--- src/rtl/backprop_sequencer.sv ---
// backprop_sequencer
//
// Sequences one backpropagation pass for a single training sample. It issues
// the sample index, the final-layer activation z, the descending layer indices
// and the per-layer z_prev vectors to the backpropagator. It then forwards the
// updated-weight stream that comes back, tagged with its layer, toward the
// forward-pass weight store.
//
// An internal activation store with LAYER_MAX+1 slots is written by the forward
// pass. Slot 0 holds the network input and slot LAYER_MAX the network output.
//
// Handshake rule for every stream: a token transfers on a rising clk edge where
// valid and ready are both 1. Once valid is asserted, it and its data stay
// stable until that transfer. The producer never waits on ready before
// asserting valid.
//
// Ports
//   clk, rst                       clock, synchronous active-high reset
//   act_wr_en/addr/data            activation store write (accepted in IDLE only)
//   start_sample/valid/ready       start command
//   sample/_valid/_ready           sample index token
//   z/_valid/_ready                final-layer activation token
//   layer/_valid/_ready            layer indices LAYER_MAX-1 .. 0
//   z_prev/_valid/_ready           activation of slot k for layer k
//   weights/_valid/_ready          updated weights from the backpropagator
//   w_out/_layer/_valid/_ready     weights forwarded with their layer tag
//   busy                           pass in progress
//   done                           one-cycle pulse at the end of a pass
//   error                          sticky illegal activation write
//   fsm_state                      current FSM state (debug)
module backprop_sequencer #(
  parameter int NEURON_NUM          = 5,
  parameter int NEURON_OUTPUT_WIDTH = 10,
  parameter int WEIGHT_CELL_WIDTH   = 16,
  parameter int LAYER_ADDR_WIDTH    = 2,
  parameter int LAYER_MAX           = 3,
  parameter int SAMPLE_ADDR_SIZE    = 10
) (
  input  logic                                            clk,
  input  logic                                            rst,
  input  logic                                            act_wr_en,
  input  logic [LAYER_ADDR_WIDTH-1:0]                     act_wr_addr,
  input  logic [NEURON_NUM*NEURON_OUTPUT_WIDTH-1:0]       act_wr_data,
  input  logic [SAMPLE_ADDR_SIZE-1:0]                     start_sample,
  input  logic                                            start_valid,
  output logic                                            start_ready,
  output logic [SAMPLE_ADDR_SIZE-1:0]                     sample,
  output logic                                            sample_valid,
  input  logic                                            sample_ready,
  output logic [NEURON_NUM*NEURON_OUTPUT_WIDTH-1:0]       z,
  output logic                                            z_valid,
  input  logic                                            z_ready,
  output logic [LAYER_ADDR_WIDTH-1:0]                     layer,
  output logic                                            layer_valid,
  input  logic                                            layer_ready,
  output logic [NEURON_NUM*NEURON_OUTPUT_WIDTH-1:0]       z_prev,
  output logic                                            z_prev_valid,
  input  logic                                            z_prev_ready,
  input  logic [NEURON_NUM*NEURON_NUM*WEIGHT_CELL_WIDTH-1:0] weights,
  input  logic                                            weights_valid,
  output logic                                            weights_ready,
  output logic [NEURON_NUM*NEURON_NUM*WEIGHT_CELL_WIDTH-1:0] w_out,
  output logic [LAYER_ADDR_WIDTH-1:0]                     w_out_layer,
  output logic                                            w_out_valid,
  input  logic                                            w_out_ready,
  output logic                                            busy,
  output logic                                            done,
  output logic                                            error,
  output logic [1:0]                                      fsm_state
);

  localparam int ZW = NEURON_NUM * NEURON_OUTPUT_WIDTH;
  localparam logic [LAYER_ADDR_WIDTH-1:0] LM  = LAYER_ADDR_WIDTH'(LAYER_MAX);
  localparam logic [LAYER_ADDR_WIDTH-1:0] LM1 = LAYER_ADDR_WIDTH'(LAYER_MAX - 1);
  localparam logic [LAYER_ADDR_WIDTH-1:0] ONE = LAYER_ADDR_WIDTH'(1);

  typedef enum logic [1:0] {
    IDLE = 2'd0,
    RUN  = 2'd1,
    DONE = 2'd2
  } state_t;

  state_t state;

  logic [ZW-1:0]               act_mem [LAYER_MAX+1];
  logic [LAYER_ADDR_WIDTH-1:0] zp_cnt;   // slot index behind the current z_prev
  logic [LAYER_ADDR_WIDTH-1:0] w_cnt;    // layer tag of the next weight token
  logic [LAYER_ADDR_WIDTH-1:0] w_left;   // weight tokens still expected

  // The address is widened by one bit so that the range check stays a real
  // comparison even when LAYER_MAX is the largest encodable index.
  logic wr_addr_ok;
  logic wr_ok;
  assign wr_addr_ok = ({1'b0, act_wr_addr} <= (LAYER_ADDR_WIDTH+1)'(LAYER_MAX));
  assign wr_ok      = wr_addr_ok && (state == IDLE);

  // A write landing in the same cycle as the start accept is forwarded, so the
  // pass sees the new data (write-first).
  logic [ZW-1:0] z_load;
  logic [ZW-1:0] zp_load;
  assign z_load  = (act_wr_en && wr_ok && (act_wr_addr == LM))  ? act_wr_data
                                                                 : act_mem[LAYER_MAX];
  assign zp_load = (act_wr_en && wr_ok && (act_wr_addr == LM1)) ? act_wr_data
                                                                 : act_mem[LAYER_MAX-1];

  logic [LAYER_ADDR_WIDTH-1:0] zp_next_idx;
  assign zp_next_idx = zp_cnt - ONE;

  // Handshakes
  logic start_fire, sample_fire, z_fire, layer_fire, zp_fire, w_fire;
  assign start_ready = (state == IDLE);
  assign start_fire  = start_valid && start_ready;
  assign sample_fire = sample_valid && sample_ready;
  assign z_fire      = z_valid && z_ready;
  assign layer_fire  = layer_valid && layer_ready;
  assign zp_fire     = z_prev_valid && z_prev_ready;

  // Weight return is a pure pass-through gated by the pass state.
  assign w_out         = weights;
  assign w_out_layer   = w_cnt;
  assign w_out_valid   = weights_valid && (state == RUN);
  assign weights_ready = w_out_ready && (state == RUN) && (w_left != '0);
  assign w_fire        = weights_valid && weights_ready;

  // A channel counts as finished if it has already drained or drains at this
  // edge; looking ahead this way lets done follow the last token by one cycle.
  logic sample_fin, z_fin, layer_fin, zp_fin, w_fin, all_fin;
  assign sample_fin = !sample_valid || sample_fire;
  assign z_fin      = !z_valid || z_fire;
  assign layer_fin  = !layer_valid || (layer_fire && (layer == '0));
  assign zp_fin     = !z_prev_valid || (zp_fire && (zp_cnt == '0));
  assign w_fin      = (w_left == '0) || (w_fire && (w_left == ONE));
  assign all_fin    = sample_fin && z_fin && layer_fin && zp_fin && w_fin;

  assign fsm_state = state;

  // Activation store and sticky error flag
  always_ff @(posedge clk) begin
    if (rst) begin
      for (int i = 0; i <= LAYER_MAX; i++) begin
        act_mem[i] <= '0;
      end
      error <= 1'b0;
    end else if (act_wr_en) begin
      if (wr_ok) begin
        act_mem[act_wr_addr] <= act_wr_data;
      end else begin
        error <= 1'b1;
      end
    end
  end

  // Pass sequencer
  always_ff @(posedge clk) begin
    if (rst) begin
      state        <= IDLE;
      sample       <= '0;
      sample_valid <= 1'b0;
      z            <= '0;
      z_valid      <= 1'b0;
      layer        <= '0;
      layer_valid  <= 1'b0;
      z_prev       <= '0;
      z_prev_valid <= 1'b0;
      zp_cnt       <= '0;
      w_cnt        <= '0;
      w_left       <= '0;
      busy         <= 1'b0;
      done         <= 1'b0;
    end else begin
      done <= 1'b0;
      case (state)
        IDLE: begin
          if (start_fire) begin
            sample       <= start_sample;
            sample_valid <= 1'b1;
            z            <= z_load;
            z_valid      <= 1'b1;
            layer        <= LM1;
            layer_valid  <= 1'b1;
            zp_cnt       <= LM1;
            z_prev       <= zp_load;
            z_prev_valid <= 1'b1;
            w_cnt        <= LM1;
            w_left       <= LM;
            busy         <= 1'b1;
            state        <= RUN;
          end
        end

        RUN: begin
          if (sample_fire) sample_valid <= 1'b0;
          if (z_fire)      z_valid      <= 1'b0;

          if (layer_fire) begin
            if (layer == '0) layer_valid <= 1'b0;
            else             layer       <= layer - ONE;
          end

          if (zp_fire) begin
            if (zp_cnt == '0) begin
              z_prev_valid <= 1'b0;
            end else begin
              zp_cnt <= zp_next_idx;
              z_prev <= act_mem[zp_next_idx];
            end
          end

          if (w_fire) begin
            w_left <= w_left - ONE;
            if (w_cnt != '0) w_cnt <= w_cnt - ONE;
          end

          if (all_fin) begin
            state <= DONE;
            done  <= 1'b1;
            busy  <= 1'b0;
          end
        end

        DONE: begin
          state <= IDLE;
        end

        default: begin
          state <= IDLE;
        end
      endcase
    end
  end

endmodule

--- config.mk ---
export PLATFORM = sky130hd
export DESIGN_NAME = backprop_sequencer
export DESIGN_NICKNAME = d
export VERILOG_FILES = /design/src/rtl/backprop_sequencer.sv
export SDC_FILE = /design/constraint.sdc
export NUM_CORES = 1
export LEC_CHECK = 0
export CAP_MARGIN = 20
export CORE_AREA = 4 4 389 391
export DETAILED_ROUTE_END_ITERATION = 12
export DIE_AREA = 0 0 393 395
export PLACE_DENSITY_LB_ADDON = 0.3
export REMOVE_ABC_BUFFERS = 1
export SLEW_MARGIN = 30
export SYNTH_ARGS = -nofsm -noshare
export SYNTH_HDL_FRONTEND = slang
export SYNTH_SLANG_ARGS = --single-unit
--- constraint.sdc ---
create_clock -name clk -period 3.2 [get_ports clk]
set_input_delay 0.64 -clock clk [delete_from_list [all_inputs] [get_ports clk]]
set_output_delay 0.64 -clock clk [all_outputs]
set_load 0.02 [all_outputs]
==> out/qor.txt, run 1 <==
share of cells above drive strength 1: 14.9%
Peak supply drop: 0.346 mV
Compound-Gate Fraction of Synth Area: 10.0%
Cells after Synth: 1614
GRT overflow: 0
vias in the first global route: 12.0k
CTS tree: done
Layout Cells excl Fill: 3372
Root Buffer: clkbuf_16
PwrDens: 594 mW/mm^2
Initial Util: 11.9%
Synth top area share: 34.2%
adder-cell share of the synthesized area: 0.357%
synth cell count leaders: buf_4 (400), and2_1 (205), edfxtp_1 (200)
placed insts: 3291
element type at the critical path start: register
skew final: 0.0324 ns
Synth Cell Area: 0.0175 mm^2
Max clock buf depth: 3
Post-synth EDFFs: 200
worst-skew pair later-pin latency: 0.60 ns
WP data arrival: 2.38 ns
vias: 13.4k
initial antenna violation count: 18
Routed wire per std cell: 73.5 um
RSZ-0062 raised after global routing: no
hold wc startpoint: error
Total Nets Final: 1883
# hold bufs at CTS: 0
remaining antenna violation count after routing: 0
outcome: finished, final reports clean
Buffers on Ports: 197
Pleak: 6.99 nW
Synth warnings: 0
most frequent cell after synthesis: buf_4
First-pass DRT Iterations: 5
HPWL after DPL: 225000 um
pin count of the biggest net entering global routing: 61
DRC viols: 0
TritonCTS buffer count: 43
FF+latch area: 0.00855 mm^2
synth top area cells: edfxtp_1 (34%), buf_4 (17%), dfxtp_1 (14%)
post_cts resized: 0
maximum clock frequency: 331 MHz
library cells used by synthesis: 46
I/O Pins: 998
ys async rst share: 0%
Worst-path clk slew: 0.07 ns
die area: 0.155 mm^2
Least-Margin Pin Slew: 0.982 ns
Slew headroom: 34.5%
Hold Crit Class: reg -> reg
CP Max Fanout: 11
post-synthesis mux area share: 6.60%
Synth area leader: edfxtp_1
final hold viol count: 0
required time worst endpoint: 2.56 ns
Final Util: 14.1%
chip height: 395 um
final worst path period share: 94.4%
Avg Inst Size Synth: 10.9 um^2
area of the multi-input gates: 0.00555 mm^2
maxcap violations: 0
Critical path origin: fsm_state[1]
endpoints failing setup: 0
Total Routed Length: 248000 um
Die W: 393 um
# fillers: 16.5k
WS Path Type: reg -> out
first-pass GRT wire length: 276000 um
Hold WS: 0.452 ns
Worst setup EP type: primary output
num rows: 141
Synth Register Bits: 327
fin. max-slew vios: 0
H-tree Lvls: 2
Initial DRC Count: 1289
Layout area overhead: 18.4%
Post-Synth Simple-Gate Area: 14.1%
Post-synth top flop: edfxtp_1
main combinational cell family by area after synthesis: buffers and inverters
Synth Area in XOR/XNOR: 0%
register area share after synthesis: 48.7%
Placer Congestion: 1.24
Setup Fix Bufs, Post-CTS: 0
Clock Sinks: 327
r2r startpoint: fsm_state[1]
fin crit period: 3.02 ns
total track usage: 30.9%
Via density: 3.99
CORE AREA: 0.147 mm^2
==> final timing paths <==
kind                                     to  slack (ns)  cells after the start
worst min-delay path                  error        0.45                      2
worst max register to register   z_prev[30]        0.69                      4
worst min register to register        error        0.45                      2
worst max-delay path            w_out_valid        0.18                      3
==> placed cells by master, fill, tap and decap left out, types with 3 or more instances in the layout <==
| cell type | n |
|---|---|
| nand2_1 | 76 |
| a311oi_1 | 47 |
| a311oi_2 | 6 |
| clkbuf_8 | 9 |
| buf_4 | 43 |
| a31oi_1 | 50 |
| and2_1 | 205 |
| clkbuf_16 | 44 |
| o21ai_0 | 61 |
| clkdlybuf4s50_1 | 195 |
| nor2_1 | 106 |
| a211oi_1 | 3 |
| nor3b_4 | 4 |
| edfxtp_1 | 200 |
| ha_1 | 4 |
| and3_1 | 50 |
| dfxtp_1 | 126 |
| a21oi_1 | 16 |
| mux4_2 | 50 |
| inv_1 | 12 |
| a221oi_1 | 50 |
| buf_12 | 19 |
| clkbuf_1 | 8 |
| clkinv_2 | 7 |
| bufinv_16 | 5 |
==> registers in the layout (all words and copies together), names as in the netlist <==
register and count:
z_prev_valid 1, layer_valid 1, z 50, w_left 2, z_prev 50, w_out_layer 2, z_valid 1, zp_cnt 2
error 1, layer 2, fsm_state 2, sample 10, busy 1, sample_valid 1, act_mem 200, done 1
==> cell type report <==
| cell class | count | share of cell area, % |
|---|---|---|
| flip-flops and latches | 327 | 41.2 |
| multi-input cells | 762 | 26.7 |
| repair buffers | 258 | 12.8 |
| well taps | 1930 | 11.6 |
| clock buffers | 61 | 6.04 |
| clock inverters | 19 | 1.37 |
| inverters | 14 | 0.253 |
| diodes | 1 | 0.0120 |
==> logic make-up (layout without fill, tap and decap cells) <==
| group | count (synthesis) | in the layout |
|---|---|---|
| adders and majority gates | 5 | 5 |
| other | 0 | 1 |
| DFF | 327 | 327 |
| AOI/OAI and AO/OA | 244 | 244 |
| and+or+nand+nor | 460 | 460 |
| buffers and inverters | 525 | 352 |
| muxes | 53 | 53 |
==> power by group <==
group / total [mW] / internal [mW] / switching (mW)
clock network: 5.33 / 3.16 / 2.17
registers: 5.00 / 4.79 / 0.211
logic: 2.00 / 0.816 / 1.18
total: 12.3 / 8.77 / 3.56
==> worst max-delay path, stage by stage (launching register included) <==
cell and delay [ns]:
dfxtp_1 0.80, nor2b_4 0.13, and2_1 0.24, clkdlybuf4s50_1 0.60
==> metal layers <==
metal | track usage [%] | wire length [um] | share of wire (%) | vias to the layer above
met2 | 52.5 | 119000 | 48 | 2106
met3 | 43.9 | 75400 | 30 | 215
li1 | - | - | - | 4919
met4 | 17.7 | 18000 | 7.3 | 48
met1 | 11.4 | 31800 | 13 | 6155
met5 | 16.3 | 3630 | 1.5 | -
==> metrics by stage <==
stage                     setup TNS [ns]  power [mW]  worst slack, ns  instance area, um^2
final                                  0        12.3            0.178                20800
after global routing                   0        12.8            0.103                20800
after CTS                              0        12.5            0.155                20800
after detailed placement               0        7.11           0.0496                19200
after global placement                 0        7.13           0.0454                19200
after floorplan                  -327.37        5.93            -1.89                14000
No activity file was read; power rests on OpenSTA's default activity.
==> run 2: changes to the inputs <==
TNS_END_PERCENT = 10   (was default)
==> results of run 2 <==
The final DEF is identical to that of run 1; final timing and power are the same.
